[src/rtl/snake_sound_pkg.sv]
// Shared definitions for the snake-game sound block: state encoding,
// tone frequencies and cycle-count helpers used to size the counters.
package snake_sound_pkg;

  typedef enum logic [2:0] {
    ST_IDLE = 3'd0,
    ST_EAT  = 3'd1,
    ST_GO1  = 3'd2,
    ST_GO2  = 3'd3,
    ST_GO3  = 3'd4
  } beep_state_e;

  localparam int unsigned F_EAT_HZ = 1000;
  localparam int unsigned F_GO1_HZ = 880;
  localparam int unsigned F_GO2_HZ = 660;
  localparam int unsigned F_GO3_HZ = 440;

  // Clocks per half period of a tone, truncated.
  function automatic int unsigned half_cycles(input int unsigned clk_hz,
                                              input int unsigned f_hz);
    return clk_hz / (2 * f_hz);
  endfunction

  // Clocks spent in a state lasting ms milliseconds.
  function automatic int unsigned len_cycles(input int unsigned clk_hz,
                                             input int unsigned ms);
    return clk_hz / 1000 * ms;
  endfunction

  function automatic int unsigned max2(input int unsigned a,
                                       input int unsigned b);
    return (a > b) ? a : b;
  endfunction

  // Counter width able to hold 0..max_val-1, never narrower than one bit.
  function automatic int unsigned cnt_width(input int unsigned max_val);
    return (max_val > 1) ? $clog2(max_val) : 1;
  endfunction

endpackage

[src/rtl/tone_osc.sv]
// Square-wave oscillator: toggles o_wave every (i_half_m1 + 1) clocks.
// i_clr restarts the phase (counter and output both zero).
module tone_osc #(
  parameter int unsigned HALF_W = 8
) (
  input  logic              i_clk,
  input  logic              i_rst_n,
  input  logic              i_clr,
  input  logic [HALF_W-1:0] i_half_m1,
  output logic              o_wave
);

  logic [HALF_W-1:0] cnt_q, cnt_d;
  logic              wave_q, wave_d;

  // Half-period count and toggle; clear has priority.
  always_comb begin
    cnt_d  = cnt_q + 1'b1;
    wave_d = wave_q;
    if (i_clr) begin
      cnt_d  = '0;
      wave_d = 1'b0;
    end else if (cnt_q == i_half_m1) begin
      cnt_d  = '0;
      wave_d = ~wave_q;
    end
  end

  // Oscillator registers with synchronous active-low reset.
  always_ff @(posedge i_clk) begin
    if (!i_rst_n) begin
      cnt_q  <= '0;
      wave_q <= 1'b0;
    end else begin
      cnt_q  <= cnt_d;
      wave_q <= wave_d;
    end
  end

  assign o_wave = wave_q;

endmodule

[src/rtl/beep_gen.sv]
// Piezo sound generator: short beep on food eaten, three-note falling
// sequence on game over. Define BEEP_MUTE_EN to add an i_mute input that
// silences o_speaker without changing sequencing or o_active.
module beep_gen
  import snake_sound_pkg::*;
#(
  parameter int unsigned CLK_HZ  = 100_000_000,
  parameter int unsigned EAT_MS  = 100,
  parameter int unsigned NOTE_MS = 200
) (
  input  logic i_clk,
  input  logic i_rst_n,
  input  logic i_eat,
  input  logic i_gameOver,
`ifdef BEEP_MUTE_EN
  input  logic i_mute,
`endif
  output logic o_speaker,
  output logic o_active
);

  localparam int unsigned EAT_HALF = half_cycles(CLK_HZ, F_EAT_HZ);
  localparam int unsigned GO1_HALF = half_cycles(CLK_HZ, F_GO1_HZ);
  localparam int unsigned GO2_HALF = half_cycles(CLK_HZ, F_GO2_HZ);
  localparam int unsigned GO3_HALF = half_cycles(CLK_HZ, F_GO3_HZ);
  localparam int unsigned EAT_LEN  = len_cycles(CLK_HZ, EAT_MS);
  localparam int unsigned NOTE_LEN = len_cycles(CLK_HZ, NOTE_MS);

  localparam int unsigned MAX_HALF = max2(max2(EAT_HALF, GO1_HALF),
                                          max2(GO2_HALF, GO3_HALF));
  localparam int unsigned MAX_LEN  = max2(EAT_LEN, NOTE_LEN);
  localparam int unsigned HALF_W   = cnt_width(MAX_HALF);
  localparam int unsigned DUR_W    = cnt_width(MAX_LEN);

  localparam logic [HALF_W-1:0] EAT_HM1   = HALF_W'(EAT_HALF - 1);
  localparam logic [HALF_W-1:0] GO1_HM1   = HALF_W'(GO1_HALF - 1);
  localparam logic [HALF_W-1:0] GO2_HM1   = HALF_W'(GO2_HALF - 1);
  localparam logic [HALF_W-1:0] GO3_HM1   = HALF_W'(GO3_HALF - 1);
  localparam logic [DUR_W-1:0]  EAT_LAST  = DUR_W'(EAT_LEN - 1);
  localparam logic [DUR_W-1:0]  NOTE_LAST = DUR_W'(NOTE_LEN - 1);

  beep_state_e       state_q, state_d, next_after;
  logic [DUR_W-1:0]  dur_q, dur_d;
  logic              active_q, active_d;
  logic              go_prev_q, go_prev_d;
  logic              go_rise, dur_last, enter_st, osc_clr;
  logic [HALF_W-1:0] half_m1;
  logic              wave;

  assign go_rise = i_gameOver & ~go_prev_q;

  // Next state, duration count and tone selection. A game-over edge beats
  // everything; an eat pulse only matters outside the game-over notes.
  always_comb begin
    state_d    = state_q;
    dur_d      = dur_q + 1'b1;
    enter_st   = 1'b0;
    dur_last   = 1'b0;
    next_after = ST_IDLE;
    half_m1    = '0;
    case (state_q)
      ST_IDLE: begin
        dur_last = 1'b0;
      end
      ST_EAT: begin
        dur_last = (dur_q == EAT_LAST);
        half_m1  = EAT_HM1;
      end
      ST_GO1: begin
        dur_last   = (dur_q == NOTE_LAST);
        next_after = ST_GO2;
        half_m1    = GO1_HM1;
      end
      ST_GO2: begin
        dur_last   = (dur_q == NOTE_LAST);
        next_after = ST_GO3;
        half_m1    = GO2_HM1;
      end
      ST_GO3: begin
        dur_last = (dur_q == NOTE_LAST);
        half_m1  = GO3_HM1;
      end
      default: begin
        dur_last = 1'b1;
      end
    endcase

    if (go_rise) begin
      state_d  = ST_GO1;
      enter_st = 1'b1;
    end else if (i_eat && (state_q == ST_IDLE || state_q == ST_EAT)) begin
      state_d  = ST_EAT;
      enter_st = 1'b1;
    end else if (dur_last) begin
      state_d  = next_after;
      enter_st = 1'b1;
    end

    if (enter_st || state_d == ST_IDLE) begin
      dur_d = '0;
    end

    active_d  = (state_d != ST_IDLE);
    go_prev_d = i_gameOver;
    osc_clr   = enter_st || (state_d == ST_IDLE);
  end

  // FSM, duration counter, registered o_active and game-over edge register.
  always_ff @(posedge i_clk) begin
    if (!i_rst_n) begin
      state_q   <= ST_IDLE;
      dur_q     <= '0;
      active_q  <= 1'b0;
      go_prev_q <= 1'b0;
    end else begin
      state_q   <= state_d;
      dur_q     <= dur_d;
      active_q  <= active_d;
      go_prev_q <= go_prev_d;
    end
  end

  tone_osc #(
    .HALF_W (HALF_W)
  ) u_osc (
    .i_clk     (i_clk),
    .i_rst_n   (i_rst_n),
    .i_clr     (osc_clr),
    .i_half_m1 (half_m1),
    .o_wave    (wave)
  );

`ifdef BEEP_MUTE_EN
  assign o_speaker = wave & ~i_mute;
`else
  assign o_speaker = wave;
`endif

  assign o_active = active_q;

endmodule

[config.mk]
export PLATFORM = sky130hd
export DESIGN_NAME = beep_gen
export DESIGN_NICKNAME = d
export VERILOG_FILES = /design/src/rtl/snake_sound_pkg.sv /design/src/rtl/tone_osc.sv /design/src/rtl/beep_gen.sv
export SDC_FILE = /design/constraint.sdc
export NUM_CORES = 1
export LEC_CHECK = 0
export ABC_AREA = 0
export CAP_MARGIN = 40
export CORE_AREA = 2 2 87 89
export CTS_BUF_LIST = sky130_fd_sc_hd__clkbuf_4 sky130_fd_sc_hd__clkbuf_8 sky130_fd_sc_hd__clkbuf_16
export DETAILED_ROUTE_END_ITERATION = 10
export DIE_AREA = 0 0 89 91
export PLACE_DENSITY = 0.45
export SYNTH_ARGS = -nofsm -noshare
export SYNTH_HDL_FRONTEND = slang
export SYNTH_HIERARCHICAL = 1
export SYNTH_SLANG_ARGS = --single-unit
[constraint.sdc]
create_clock -name i_clk -period 7.91 [get_ports i_clk]
set_clock_uncertainty 0.1 [all_clocks]
set_input_delay 1.582 -clock i_clk [delete_from_list [all_inputs] [get_ports i_clk]]
set_output_delay 1.582 -clock i_clk [all_outputs]
set_load 0.02 [all_outputs]
-- Yosys cells after proc, flatten, opt, wreduce, memory -nomap -nowiden
Index checks and enable logic that the tools add are counted.
W data, S select, Z words.
- register bits after elaboration: 48
- output and inout bits: 2
- word-level logic and storage cells: 37
- add/sub/neg operators: 2
- eq/ne operators: 7
- muxes and demuxes: 9
- bitwise operators: 4
- reduce and logical (&&, ||, !) cells: 9
- operator list (operator ; count):
    $pmux W17 S4 ; 1
    $add A25 B1 Y25 const B ; 1
    $eq A25 B24 Y1 const B ; 1
    $eq A25 B25 Y1 const B ; 1
    $add A17 B1 Y17 const B ; 1
    $eq A17 B17 Y1 ; 1
    $mux W3 ; 3
    $eq A3 B2 Y1 const B ; 2
    $logic_not A3 Y1 ; 2
    $pmux W3 S2 ; 1
    $reduce_or A3 Y1 ; 2
    $eq A3 B1 Y1 const B ; 1
    $eq A3 B3 Y1 const B ; 1
    $mux W1 ; 3
    $not A1 Y1 ; 3
    $pmux W1 S3 ; 1
    $reduce_bool A3 Y1 ; 1
    $logic_or A1 B1 Y1 ; 2
    $reduce_or A2 Y1 ; 1
    $and A1 B1 Y1 ; 1
    $logic_and A1 B1 Y1 ; 1

-- Longest topological paths before layout
- depth after elaboration: 9
- mapped depth: 12
- depth with buffers taken out: 10

-- Modules after synthesis
The synthesis kept the hierarchy.
- modules (own cells, without submodules) (module ; instances ; cells each ; area each (um^2) ; seq. area each (um^2)):
    beep_gen ; 1 ; 181 ; 1503.9 ; 600.6
    tone_osc ; 1 ; 109 ; 944.7 ; 360.3

-- Least setup slack after synthesis
No wires, ideal clock.
- kind: input to register
- start point: input port i_eat
- end point: register u_osc.cnt_q[11]
- library setup time: 0.115 ns
- arrival: 2.687 ns
- slack: 5.008 ns
- stages on the path: 8
- path buffers: 1
- cells stage by stage: a32o_1 a211oi_2 or2b_1 nand3_1 nor2b_1 o21ai_2 buf_6 nor2_1
- cells in the longest elaborated chain, start to end: 6
- RTL lines (item ; line ; source):
    start, declared ; beep_gen.sv:13 ; input logic i_eat,
    $logic_and A1 B1 Y1 * ; beep_gen.sv:91 ; end else if (i_eat && (state_q == ST_IDLE || state_q == ST_EAT)) begin
    $mux W3 ; beep_gen.sv:91 ;
    $mux W3 ; beep_gen.sv:88 ; if (go_rise) begin
    $logic_not A3 Y1 ; beep_gen.sv:105 ; osc_clr = enter_st || (state_d == ST_IDLE);
    $logic_or A1 B1 Y1 * ; beep_gen.sv:105 ;
    via osc_clr ; beep_gen.sv:46 ; logic go_rise, dur_last, enter_st, osc_clr;
    $reduce_or A3 Y1 (no source line) * ; -- ;
    end signal, assigned ; tone_osc.sv:35 ; cnt_q <= cnt_d;
    end, declared ; tone_osc.sv:13 ; logic [HALF_W-1:0] cnt_q, cnt_d;
Mark *: on every way through the listed nets, which the timed path passes. The rest lies on a longest branch.
A chain may end at the register's enable or synchronous reset.

-- Worst setup path after layout
- start point: input port i_eat
- end point: register u_osc.cnt_q[6]
Same word-level chain as after synthesis.

==> run metrics <==
Max Root-Sink Buffers 2; Post-CTS Setup Repair Bufs 0; diode count 0; vias in the first global route 1807; synthesized area per cell 8.44 um2; Die Y 91 um; headroom to the max-slew limit 49.6%; vias 1830; Critical Path AT 3.26 ns; pin count of the biggest net entering global routing 26; Crit Path Class input pin to register; Final nets 300; layout cells sized above 1 5.08%; max-slew violation count 0; hold crit path type register to register; initial core utilization 34.3%; R2R cell count 9; Hold Crit Start dur_q[0]; GPL Wtd Cong 0.781; H-tree levels 2; Met1 Wirelength 2450 um; Async S/R FF share, synth 0%; Final Cycle Share 40.4%; Max Used Layer met4; GRT Total Usage 13.1%; Hold Buf Count CTS 0; CTS tree built; Reg clk slew, reported paths 0.09 ns; DPL Wire Length 3450 um; DIE AREA 8100 um2; final hold viol count 0; Via density 4.64; clk root buf clkbuf_8; final wirelength 4810 um; metal2 WL 2140 um; Syn Nets 296; DRC 0; # IOs 6; Chip Width 89 um; CORE AREA 7140 um2; number of nets still failing antenna checks after routing 0; maximum vdd ir drop 0.0000779 V; cell count after synthesis 290; standard-cell rows 31; Sink Count 48; r2r startpoint dur_q[8]; initial antenna violation count 0; Post-Route Setup TNS 0 ns; Most used DFF post-synth dfxtp_1; Pre-Repair DR Iteration Count 4; max_cap viols 0; fin cells 394; clock network latency to the later pin of the worst-skew pair 0.30 ns; metal3 WL 143 um; Synth Register Bits 48; crit path launch i_eat; DP Cell Count 386; library cells used by synthesis 42; CTS Buf Count 5; wire length per cell 12.2 um; first-pass GRT wire length 8490 um; Post-synth EDFFs 0; Worst Max-Slew Pin Slew 0.755 ns; crit-path max FO 17; grt total ovfl 0; hold path depth 1; post-synthesis sequential area ratio 39.2%; Critical Path RT 7.97 ns; Layout area overhead 9.81%; Critical Path Start Type input pin; DR iter-0 viols 65; pwr dens 175 nW/um2; # setup viols final 0; Synth Cell Area 2450 um2; Period minus WS final 3.20 ns; Leak Pwr 0.933 nW; Yosys Warn Count 6; RSZ-0062 raised after global routing false; Max Freq 313 MHz; utilization after layout 37.7%; cts repair resizes 0; CP Capture Type register; # port buffers 5; status complete, no violations
[synthesized netlist by cell type (all sizes together) (2+ instances only)]
cell type  number  area, um2
nand3          17       85.1
xor2           35        307
buf             4       45.0
nor3            8       40.0
a21boi          2       15.0
xnor2          21        184
nor2           56        210
nand2          20       75.1
a21oi           3       15.0
dfxtp          48        961
nor2b           2       12.5
and3            6       37.5
clkbuf          5       20.0
inv             9       33.8
nand4          11       68.8
and4b           2       20.0
o31ai           2       15.0
ha              2       25.0
nor4b           3       26.3
or4             2       15.0
o21ai           5       28.8
nor4            5       31.3
and4            2       17.5
or3b            2       17.5
o21a            2       15.0
nand2b          3       18.8
[per-layer routing]
| metal | track usage [%] | up-vias |
|---|---|---|
| li1 | - | 984 |
| met1 | 18.1 | 816 |
| met2 | 20.1 | 23 |
| met3 | 2.73 | 7 |
| met4 | 4.73 | 0 |
| met5 | 0 | - |
[sequential cells by signal, summed over array words and instances, names as in the netlist]
| name | cells |
|---|---|
| o_active | 1 |
| state_q | 3 |
| dur_q | 25 |
| u_osc/o_wave | 1 |
| u_osc/cnt_q | 17 |
| go_prev_q | 1 |
[per-stage QoR]
stage          power, mW  hold WS, ns  setup slack, ns  instance area, um2
5_1_grt            0.493        0.379             4.59                2690
2_1_floorplan      0.280        0.317             5.01                2450
4_1_cts            0.479        0.359             4.70                2690
3_3_place_gp       0.287        0.336             4.39                2560
6_report           0.470        0.353             4.71                2690
3_5_place_dp       0.286        0.344             4.37                2570
[critical path: stages]
cell	delay (ns)
clkdlybuf4s50_1	0.42
a32o_1	0.22
a211oi_2	0.24
or2b_1	0.26
nand3_1	0.08
nor2b_1	0.06
o21ai_2	0.29
nor2_1	0.12
[power by group]
group	internal (mW)	switching (mW)
clock	0.104	0.0865
sequential	0.244	0.00289
combinational	0.0134	0.0200
total	0.361	0.109
[area by class of cell]
type,count,area (um2)
Fill cell,779,4450
Multi-Input combinational cell,224,1390
Sequential cell,48,961
Tap cell,99,124
Clock buffer,6,82.6
Timing Repair Buffer,6,60.1
Clock inverter,2,38.8
Inverter,9,33.8
[worst paths after layout]
kind,end,slack [ns]
setup / recovery,u_osc/cnt_q[6],4.71
hold / removal,dur_q[0],0.35
setup reg to reg,u_osc/cnt_q[6],4.84
hold reg to reg,dur_q[0],0.35
[placed cells by master (no fill, tap or decap), drive strengths merged, types with 6 or more instances in the layout]
cell / instances
nand4: 11
dfxtp: 48
xnor2: 21
nor2: 56
xor2: 35
and3: 6
nand2: 20
inv: 9
nand3: 17
clkbuf: 6
nor3: 8
[cells by family after synthesis]
family,after synthesis,share of synthesized area [%]
and+or+nand+nor,145,29.4
xor gates and xnor gates,56,20.0
DFF,48,39.2
AOI/OAI and AO/OA,20,5.88
buffers and inverters,18,4.04
adders and majority gates,2,1.02
muxes,1,0.409
No activity file was read; power rests on OpenSTA's default activity.
